File: src/rtl/ex_muldiv_unit.sv
`default_nettype none
// ============================================================================
//  Module      : ex_muldiv_unit
//  Description : Iterative RV32M multiply/divide engine for the EX stage.
//                Shift-add multiply and restoring divide on operand
//                magnitudes. The unit stalls the pipeline while it computes
//                and pulses done_o for the cycle in which EX/MEM captures
//                the result.
//  Revision    : 1.0 - initial release
// ============================================================================
module ex_muldiv_unit #(
    parameter int NBITS = 32
) (
    input  logic             clk,
    input  logic             reset,
    input  logic             start_i,
    input  logic [2:0]       funct3_i,
    input  logic [NBITS-1:0] rs1_i,
    input  logic [NBITS-1:0] rs2_i,
    input  logic [4:0]       rd_i,
    input  logic             flush_i,
    output logic [NBITS-1:0] result_o,
    output logic [4:0]       rd_o,
    output logic             done_o,
    output logic             busy_o,
    output logic             stall_o
);

    localparam int CW = $clog2(NBITS);

    localparam logic [1:0] S_IDLE = 2'd0;
    localparam logic [1:0] S_RUN  = 2'd1;
    localparam logic [1:0] S_DONE = 2'd2;

    localparam logic [NBITS-1:0] c_min_int = {1'b1, {(NBITS-1){1'b0}}};

    logic [1:0]         state_q,   state_d;
    logic [CW-1:0]      cnt_q,     cnt_d;
    logic [2*NBITS-1:0] acc_q,     acc_d;
    logic [NBITS-1:0]   opb_q,     opb_d;
    logic [2:0]         f3_q,      f3_d;
    logic               neg_q,     neg_d;
    logic [4:0]         rd_pend_q, rd_pend_d;
    logic [NBITS-1:0]   result_q,  result_d;
    logic [4:0]         rd_q,      rd_d;

    // Operand decode at issue: signedness, magnitudes, result sign, special cases
    logic             w_is_div, w_a_signed, w_b_signed, w_a_neg, w_b_neg;
    logic [NBITS-1:0] w_a_mag, w_b_mag, w_special_res;
    logic             w_div_zero, w_ovf, w_sign;

    always_comb begin
        w_is_div   = funct3_i[2];
        w_a_signed = (funct3_i == 3'd1) || (funct3_i == 3'd2) ||
                     (funct3_i == 3'd4) || (funct3_i == 3'd6);
        w_b_signed = (funct3_i == 3'd1) || (funct3_i == 3'd4) || (funct3_i == 3'd6);
        w_a_neg    = w_a_signed & rs1_i[NBITS-1];
        w_b_neg    = w_b_signed & rs2_i[NBITS-1];
        w_a_mag    = w_a_neg ? ('0 - rs1_i) : rs1_i;
        w_b_mag    = w_b_neg ? ('0 - rs2_i) : rs2_i;
        w_div_zero = w_is_div & (rs2_i == '0);
        w_ovf      = w_is_div & ~funct3_i[0] & (rs1_i == c_min_int) & (rs2_i == '1);
        // Remainder follows the dividend; products and quotients follow the sign XOR
        w_sign     = (w_is_div & funct3_i[1]) ? w_a_neg : (w_a_neg ^ w_b_neg);
        if (w_div_zero)
            w_special_res = funct3_i[1] ? rs1_i : '1;
        else
            w_special_res = funct3_i[1] ? '0 : rs1_i;   // overflow: quotient = INT_MIN
    end

    // One iteration of shift-add multiply or restoring divide on acc = {hi, lo}
    logic [NBITS:0]     w_sum, w_shift, w_diff;
    logic               w_qbit;
    logic [2*NBITS-1:0] w_mul_next, w_div_next, w_step, w_mul_full;
    logic [NBITS-1:0]   w_div_raw, w_final;

    always_comb begin
        w_sum      = {1'b0, acc_q[2*NBITS-1:NBITS]} + (acc_q[0] ? {1'b0, opb_q} : '0);
        w_mul_next = {w_sum, acc_q[NBITS-1:1]};
        w_shift    = acc_q[2*NBITS-1:NBITS-1];
        w_diff     = w_shift - {1'b0, opb_q};
        w_qbit     = ~w_diff[NBITS];
        w_div_next = {(w_qbit ? w_diff[NBITS-1:0] : w_shift[NBITS-1:0]),
                      acc_q[NBITS-2:0], w_qbit};
        w_step     = f3_q[2] ? w_div_next : w_mul_next;
        w_mul_full = neg_q ? ('0 - w_step) : w_step;
        w_div_raw  = f3_q[1] ? w_step[2*NBITS-1:NBITS] : w_step[NBITS-1:0];
        if (f3_q[2])
            w_final = neg_q ? ('0 - w_div_raw) : w_div_raw;
        else if (f3_q[1:0] == 2'd0)
            w_final = w_mul_full[NBITS-1:0];
        else
            w_final = w_mul_full[2*NBITS-1:NBITS];
    end

    // Next-state logic; flush overrides everything and preserves visible outputs
    always_comb begin
        state_d   = state_q;
        cnt_d     = cnt_q;
        acc_d     = acc_q;
        opb_d     = opb_q;
        f3_d      = f3_q;
        neg_d     = neg_q;
        rd_pend_d = rd_pend_q;
        result_d  = result_q;
        rd_d      = rd_q;
        case (state_q)
            S_IDLE: begin
                if (start_i && !flush_i) begin
                    f3_d      = funct3_i;
                    rd_pend_d = rd_i;
                    neg_d     = w_sign;
                    if (w_div_zero || w_ovf) begin
                        result_d = w_special_res;
                        rd_d     = rd_i;
                        state_d  = S_DONE;
                    end else begin
                        acc_d   = {{NBITS{1'b0}}, w_a_mag};
                        opb_d   = w_b_mag;
                        cnt_d   = '0;
                        state_d = S_RUN;
                    end
                end
            end
            S_RUN: begin
                acc_d = w_step;
                cnt_d = cnt_q + CW'(1);
                if (cnt_q == CW'(NBITS-1)) begin
                    result_d = w_final;
                    rd_d     = rd_pend_q;
                    state_d  = S_DONE;
                end
            end
            S_DONE: begin
                // start_i still shows the op that is finishing; do not re-accept it
                state_d = S_IDLE;
            end
            default: state_d = S_IDLE;
        endcase
        if (flush_i) begin
            state_d  = S_IDLE;
            result_d = result_q;
            rd_d     = rd_q;
        end
    end

    // State and datapath registers, asynchronous active-low reset
    always_ff @(posedge clk or negedge reset) begin
        if (!reset) begin
            state_q   <= S_IDLE;
            cnt_q     <= '0;
            acc_q     <= '0;
            opb_q     <= '0;
            f3_q      <= '0;
            neg_q     <= 1'b0;
            rd_pend_q <= '0;
            result_q  <= '0;
            rd_q      <= '0;
        end else begin
            state_q   <= state_d;
            cnt_q     <= cnt_d;
            acc_q     <= acc_d;
            opb_q     <= opb_d;
            f3_q      <= f3_d;
            neg_q     <= neg_d;
            rd_pend_q <= rd_pend_d;
            result_q  <= result_d;
            rd_q      <= rd_d;
        end
    end

    assign result_o = result_q;
    assign rd_o     = rd_q;
    assign done_o   = (state_q == S_DONE);
    assign busy_o   = (state_q == S_RUN);
    assign stall_o  = start_i & ~done_o & ~flush_i;

endmodule
`default_nettype wire
File: config.mk
export PLATFORM = sky130hd
export DESIGN_NAME = ex_muldiv_unit
export DESIGN_NICKNAME = d
export VERILOG_FILES = /design/src/rtl/ex_muldiv_unit.sv
export SDC_FILE = /design/constraint.sdc
export NUM_CORES = 1
export LEC_CHECK = 0
export BUFFER_PORTS_ARGS = -buffer_cell sky130_fd_sc_hd__buf_2
export CAP_MARGIN = 40
export CORE_MARGIN = 2
export CORE_UTILIZATION = 50
export CTS_BUF_LIST = sky130_fd_sc_hd__clkbuf_2 sky130_fd_sc_hd__clkbuf_4 sky130_fd_sc_hd__clkbuf_8
export CTS_CLUSTER_SIZE = 8
export DETAILED_ROUTE_END_ITERATION = 10
export PLACE_DENSITY = 0.68
export SYNTH_ARGS = -nofsm -noshare
export SYNTH_HDL_FRONTEND = slang
export SYNTH_SLANG_ARGS = --single-unit
File: constraint.sdc
create_clock -name clk -period 5.43 [get_ports clk]
set_input_delay 1.086 -clock clk [delete_from_list [all_inputs] [get_ports clk]]
set_output_delay 1.086 -clock clk [all_outputs]
set_load 0.01 [all_outputs]
==> results of run 1 <==
## synth_stat cells (all sizes together), types with 38 or more instances
cell type  number
o21ai         226
nand4          38
xor2           63
nand2         271
nand3          71
inv            88
dfrtp         149
xnor2         100
a21oi         173
and2           50
a31oi          53
nor3           73
ha             71
clkbuf        128
nor2          179
## metal layers
| metal | share of wire, % | up-vias |
|---|---|---|
| li1 | - | 9167 |
| met1 | 41 | 9749 |
| met2 | 43 | 1285 |
| met3 | 12 | 206 |
| met4 | 4.6 | 2 |
| met5 | 0.016 | - |
## cell usage in the layout (no fill, tap or decap), types with 11 or more instances in the layout
cell type,netlist,final
clkbuf_8,0,17
o21a_1,18,18
xnor2_1,100,98
nand4_1,35,35
nand2_1,271,270
nor3_1,70,66
mux2i_1,32,32
nand3_1,70,69
or3_1,25,25
o21ai_0,217,214
buf_2,12,114
inv_1,87,83
o22ai_1,12,11
a31oi_1,53,53
o221ai_1,23,23
a21o_1,32,32
o211ai_1,29,29
nand2b_1,20,19
maj3_1,26,26
a21oi_1,173,170
ha_1,71,63
a222oi_1,12,12
mux2_2,26,26
and3_1,28,28
buf_4,3,200
o21ai_1,8,11
xor2_1,63,63
dfrtp_1,149,146
a211o_1,12,12
nor2_1,178,176
and2_1,50,49
nor4_1,23,20
a211oi_1,27,26
o41ai_1,15,13
o31ai_1,32,31
nor2b_1,14,14
a22o_1,25,25
## stage by stage
stage	cells	instance area [sq um]	power (mW)
after floorplan	2368	17500	6.67
after global placement	2976	19600	9.84
after detailed placement	2978	19600	9.93
after CTS	3012	20000	10.9
after global routing	3019	20300	12.0
final	3021	20300	11.4
## report_power, final
group	internal (mW)	switching, mW
Clock	0.374	0.560
Sequential	1.36	0.382
Combinational	3.34	5.40
## layout make-up
cell class                 count  share of cell area [%]
tap                          455                    2.80
multi-input combinational   1969                    64.2
clock inverter                14                   0.702
inverter                      90                    1.66
antenna                        2                  0.0246
sequential                   149                    18.4
clock buffer                  17                    1.15
timing repair buffer         325                    11.1
## registers in the layout, summed over array words and instances, names as in the netlist
register / count
neg_q: 1
opb_q: 32
state_q: 2
result_o: 32
cnt_q: 5
acc_q: 64
f3_q: 3
rd_pend_q: 5
rd_o: 5
## worst min-delay path by stage
stage	startpoint	to	slack [ns]
2_1_floorplan	opb_q[25]	opb_q[25]	0.46
3_3_place_gp	result_o[10]	result_o[10]	0.46
3_5_place_dp	result_o[1]	result_o[1]	0.47
4_1_cts	result_o[1]	result_o[1]	0.49
5_1_grt	result_o[1]	result_o[1]	0.52
6_report	result_o[1]	result_o[1]	0.49
## logic make-up (layout without fill, tap and decap cells)
group                    count (synthesis)  in the layout  share of synthesized area [%]
AND/OR/NAND/NOR                        848            848                           24.0
AO/OA/AOI/OAI                          801            801                           30.4
flip-flops                             149            149                           21.4
buffers and inverters                  250            446                           5.67
multiplexers                            58             58                           3.52
adder cells (fa/ha/maj)                 99             99                           6.82
XOR/XNOR                               163            163                           8.19
other                                    0              2                              0
## worst max-delay path: stages (launching register included)
cell and delay, ns:
dfrtp_1 0.42, ha_4 0.18, inv_2 0.05, fa_2 0.23, a211oi_4 0.07, or4b_4 0.52
a21o_1 0.21, a2111o_1 0.46, a21oi_2 0.24, nor2_4 0.08, a21oi_2 0.16, ha_2 0.23
o211ai_1 0.16, nor4_2 0.27, buf_4 0.18, buf_6 0.10, nand4b_1 0.20, buf_6 0.23
nand2_4 0.07, xnor2_2 0.10, o22ai_2 0.12, a311oi_2 0.31, o41ai_2 0.12, a211o_1 0.30
o31ai_2 0.21
## timing repair
action,4_1_cts,5_1_grt
setup buffers,3,8
resized for setup,11,45
endpoints found under the hold margin,0,0
pin swaps,9,22
setup endpoints to repair,5,22
==> results.cfg, run 1 <==
[layout]
regArea_sq_um = 3730
multi_input_area_sq_um = 13000
fill_cells = 3305
nets = 2701
utilization_pct = 59.0
area_growth_pct = 16.5
drive_gt1_share_pct = 18.6

[sta]
max-slew-margin-rel_pct = 35.6
holdWs_ns = 0.486
worstMarginPinSlew_ns = 0.957
fin_worst_skew_ns = 0.0199
finalWorstSetupSlack_ns = 0.117
setup_tns_ns = 0
hold_viol = 0
grt_setup_unrepaired = true
fmax_mhz = 188
setup_viol = 0
finalMaxSlewViolations = 0
fin_crit_ns = 5.31
min_period_over_period_pct = 97.8

[routing]
routed_via_density = 6.76
drt_iter0_drc = 2985
drt-total-wl_microns = 79500
drtAntennaViolNets = 0
drc = 0
num_vias = 20400
wire_per_inst_microns = 26.3
firstDrtPassIters = 6

[placement]
dpl.hpwl_microns = 62200
portBuffers = 115
gp_congestion = 1.06
post-place-ws_ns = -0.346

[power]
leakagePower_nw = 8.67
ir_drop_mv = 0.320
p_per_area_nw_per_um2 = 562

[setup_path]
r2r_start = opb_q[0]
end_kind = flip-flop
arrival_ns = 5.76
reg2reg_slack_ns = 0.12
crit_required_ns = 5.87
start_kind = flip-flop
crit_start = opb_q[0]
crit_end = result_o[26]
cp_max_fo = 5
ff2ff_path_depth = 24
r2r_end = result_o[26]
critPathKind = flip-flop to flip-flop

[min_path]
hold_path_depth = 2
hold_path.class = flip-flop to flip-flop

[global_routing]
antenna_found_initial = 4
gr-total-overflow = 0
busiest_layer = met2
use_met1_pct = 58.1
grt_pass1_vias = 19100
grtUsageMet3_pct = 11.5
use_met2_pct = 65.5
grt_max_degree = 86
grt_first_pass_wirelength_microns = 118000
grt_usage_pct = 43.2

[clock_network]
cts_buffers = 17
cts_tree = done
htreeDepth = 4
cts_sinks = 149
cts.clk_slew.worst_paths_ns = 0.11
hold_buffers = 0
clk_latency_ns = 0.54
cts_root_buffer = clkbuf_8
clockBufferDepth = 2

[synthesis]
synthArstFlopShare_pct = 100
yosysTopAreaCellShare_pct = 21.4
synth_top_cell_by_area = dfrtp_1
avgSynthCellArea_sq_um = 7.37
synthCells = 2368
synth-warning-count = 0
ys.flop_type = dfrtp_1
mappedNetlistNets = 2517
netlist_area_sq_um = 17400
ys_types = 99
yosys-top-cells-area = dfrtp_1, o21ai_0, nand2_1
ys_seq_elements = 149
synth-edff-count = 0
yosysSeqAreaShare_pct = 21.4

[floorplan]
io_pins = 116
die-area_sq_um = 36400
coreArea_sq_um = 34500
die_w_microns = 191
row_count = 68
die_h_microns = 191
start_util_pct = 50.6

[flow_run]
maxCapViolCount = 0

[run_status]
outcome = complete, no violations
Note: power is estimated with default switching activity, not from simulation.
==> inputs of run 2 (changes only) <==
- BUFFER_PORTS_ARGS: -buffer_cell sky130_fd_sc_hd__buf_2 -> -buffer_cell sky130_fd_sc_hd__buf_4
==> results.cfg, run 2 (same netlist as run 1, synthesis figures left out) <==
[power]
p_int_mw = 5.09
finalPower_mw = 11.5
ir_drop_mv = 0.320
p_sw_mw = 6.41
p_per_area_nw_per_um2 = 559
clockPowerShare_pct = 8.3
switching_share_pct = 55.8
p_seq_share_pct = 15.0
leakagePower_nw = 8.74
pwr-share-comb_pct = 76.8

[layout]
nets = 2692
fill_cells = 3240
final_cell_mix = buf_4, nand2_1, o21ai_0, nor2_1, a21oi_1
design_area_sq_um = 20600
largest_register = acc_q
regArea_sq_um = 3740
final_cell_count_no_fill = 3012
final_common_cell = buf_4
multi_input_area_sq_um = 13000
largest_reg_flops = 64
area_growth_pct = 17.9
drive_gt1_share_pct = 18.6

[routing]
firstDrtPassIters = 8
drt_iter0_drc = 3042
drc = 0
drtAntennaViolNets = 0
num_vias = 20500
wire_per_inst_microns = 26.1
routed_via_density = 6.80
drt-total-wl_microns = 78700

[sta]
worstMarginPinSlew_ns = 0.967
fin_worst_skew_ns = 0.0292
fmax_mhz = 185
fin_crit_ns = 5.40
hold_viol = 0
setup_viol = 0
grt_setup_unrepaired = true
min_period_over_period_pct = 99.4
setup_tns_ns = 0
finalMaxSlewViolations = 0
finalWorstSetupSlack_ns = 0.0302
max-slew-margin-rel_pct = 33.7

[min_path]
hold_path_depth = 2
hold_path.class = flip-flop to flip-flop

[setup_path]
cp_slowest_stage_delay_ns = 0.56
arrival_ns = 5.88
worst_path_max_delay_cell = or4b_4
end_kind = flip-flop
crit_required_ns = 5.91
start_kind = flip-flop
critPathKind = flip-flop to flip-flop
worstPathCellList = ha_4 -> inv_2 -> fa_2 -> a211oi_4 -> or4b_4 -> a21o_1 -> a2111o_1 -> a21oi_4 -> nor2_4 -> a21oi_2 -> ha_2 -> o211ai_1 -> nor4_2 -> nand4_1 -> nor3_2 -> o311ai_2 -> nor3_1 -> buf_4 -> nand3_4 -> buf_6 -> nor3_4 -> mux2_4 -> o21ai_4 -> o22a_1
ff2ff_path_depth = 24
cp_max_fo = 4

[placement]
post-place-ws_ns = -0.346
dpl.hpwl_microns = 62100
portBuffers = 115
place_inst = 2970
post_dp_cell_area_sq_um = 19800
gp_congestion = 1.05

[clock_network]
clockBufferDepth = 2
cts_tree = done
clk_latency_ns = 0.55
htreeDepth = 4
cts_root_buffer = clkbuf_8
cts.clk_slew.worst_paths_ns = 0.10
cts_buffers = 17
cts_sinks = 149

[floorplan]
die-area_sq_um = 36400
die_w_microns = 191
coreArea_sq_um = 34500
row_count = 68
die_h_microns = 191
io_pins = 116
start_util_pct = 50.6

[global_routing]
grt_usage_pct = 43.1
grt_first_pass_wirelength_microns = 117000
antenna_found_initial = 1
gr-total-overflow = 0
grt_pass1_vias = 19100
grt_max_degree = 100

[flow_run]
maxCapViolCount = 0

[run_status]
outcome = complete, no violations
run 2: cell types whose count changed in the layout (fill, tap and decap cells not counted), moves of 3 or more:
cell and delta:
a21oi_1 -3, buf_2 -114, buf_4 +105, ha_1 +4, ha_4 -5, o21ai_0 -5
o21ai_2 +3
run 2: through the flow:
step                hold WS, ns  util [%]
floorplan                 0.464         -
global placement          0.470      57.5
detailed placement        0.475      57.5
CTS                       0.504      58.7
global route              0.533      59.7
finish                    0.501      59.7
run 2: power groups by stage:
stage | logic, mW | registers [mW] | clock network, mW
finish | 8.83 | 1.72 | 0.952
global route | 9.36 | 1.74 | 0.988
CTS | 8.31 | 1.70 | 0.953
detailed placement | 8.25 | 1.72 | 0
global placement | 8.17 | 1.71 | 0
floorplan | 5.09 | 1.59 | 0
run 2: critical path: cells and delay by family, from the launching register on:
kind / cells / cell delay (ns)
AO/OA/AOI/OAI: 9 / 1.77
adder cells (fa/ha/maj): 3 / 0.63
buffers and inverters: 3 / 0.39
flip-flops: 1 / 0.43
multiplexers: 1 / 0.33
AND/OR/NAND/NOR: 8 / 1.80
run 2: path summary, 6_finish.rpt:
kind | start | endpoint | slack [ns]
setup / recovery | opb_q[0] | result_o[14] | 0.03
hold / removal | result_o[3] | result_o[3] | 0.50
setup reg to reg | opb_q[0] | result_o[14] | 0.03
hold reg to reg | result_o[3] | result_o[3] | 0.50
max in group asynchronous | reset | acc_q[27] | 3.89
min in group asynchronous | reset | opb_q[22] | 0.52
run 2: repair_timing:
item,4_1_cts,5_1_grt
hold buffers,0,0
buffers inserted,1,8
pin swaps,3,13
gates resized for setup,10,59
endpoints found under the setup margin,12,24
run 2: final cells by class:
class | instances | share of cell area, %
clock inverter | 13 | 0.651
multi-input combinational | 1969 | 63.4
sequential | 149 | 18.2
timing repair buffer | 316 | 12.1
antenna | 1 | 0.0122
inverter | 90 | 1.64
clock buffer | 19 | 1.24
tap | 455 | 2.77
run 2: metal layers:
layer,share of wire (%),vias to the layer above,global-route usage [%]
met1,41,9866,59.0
met5,0.028,-,0
met2,43,1240,64.0
li1,-,9151,-
met3,11,222,10.8
met4,4.8,4,18.9
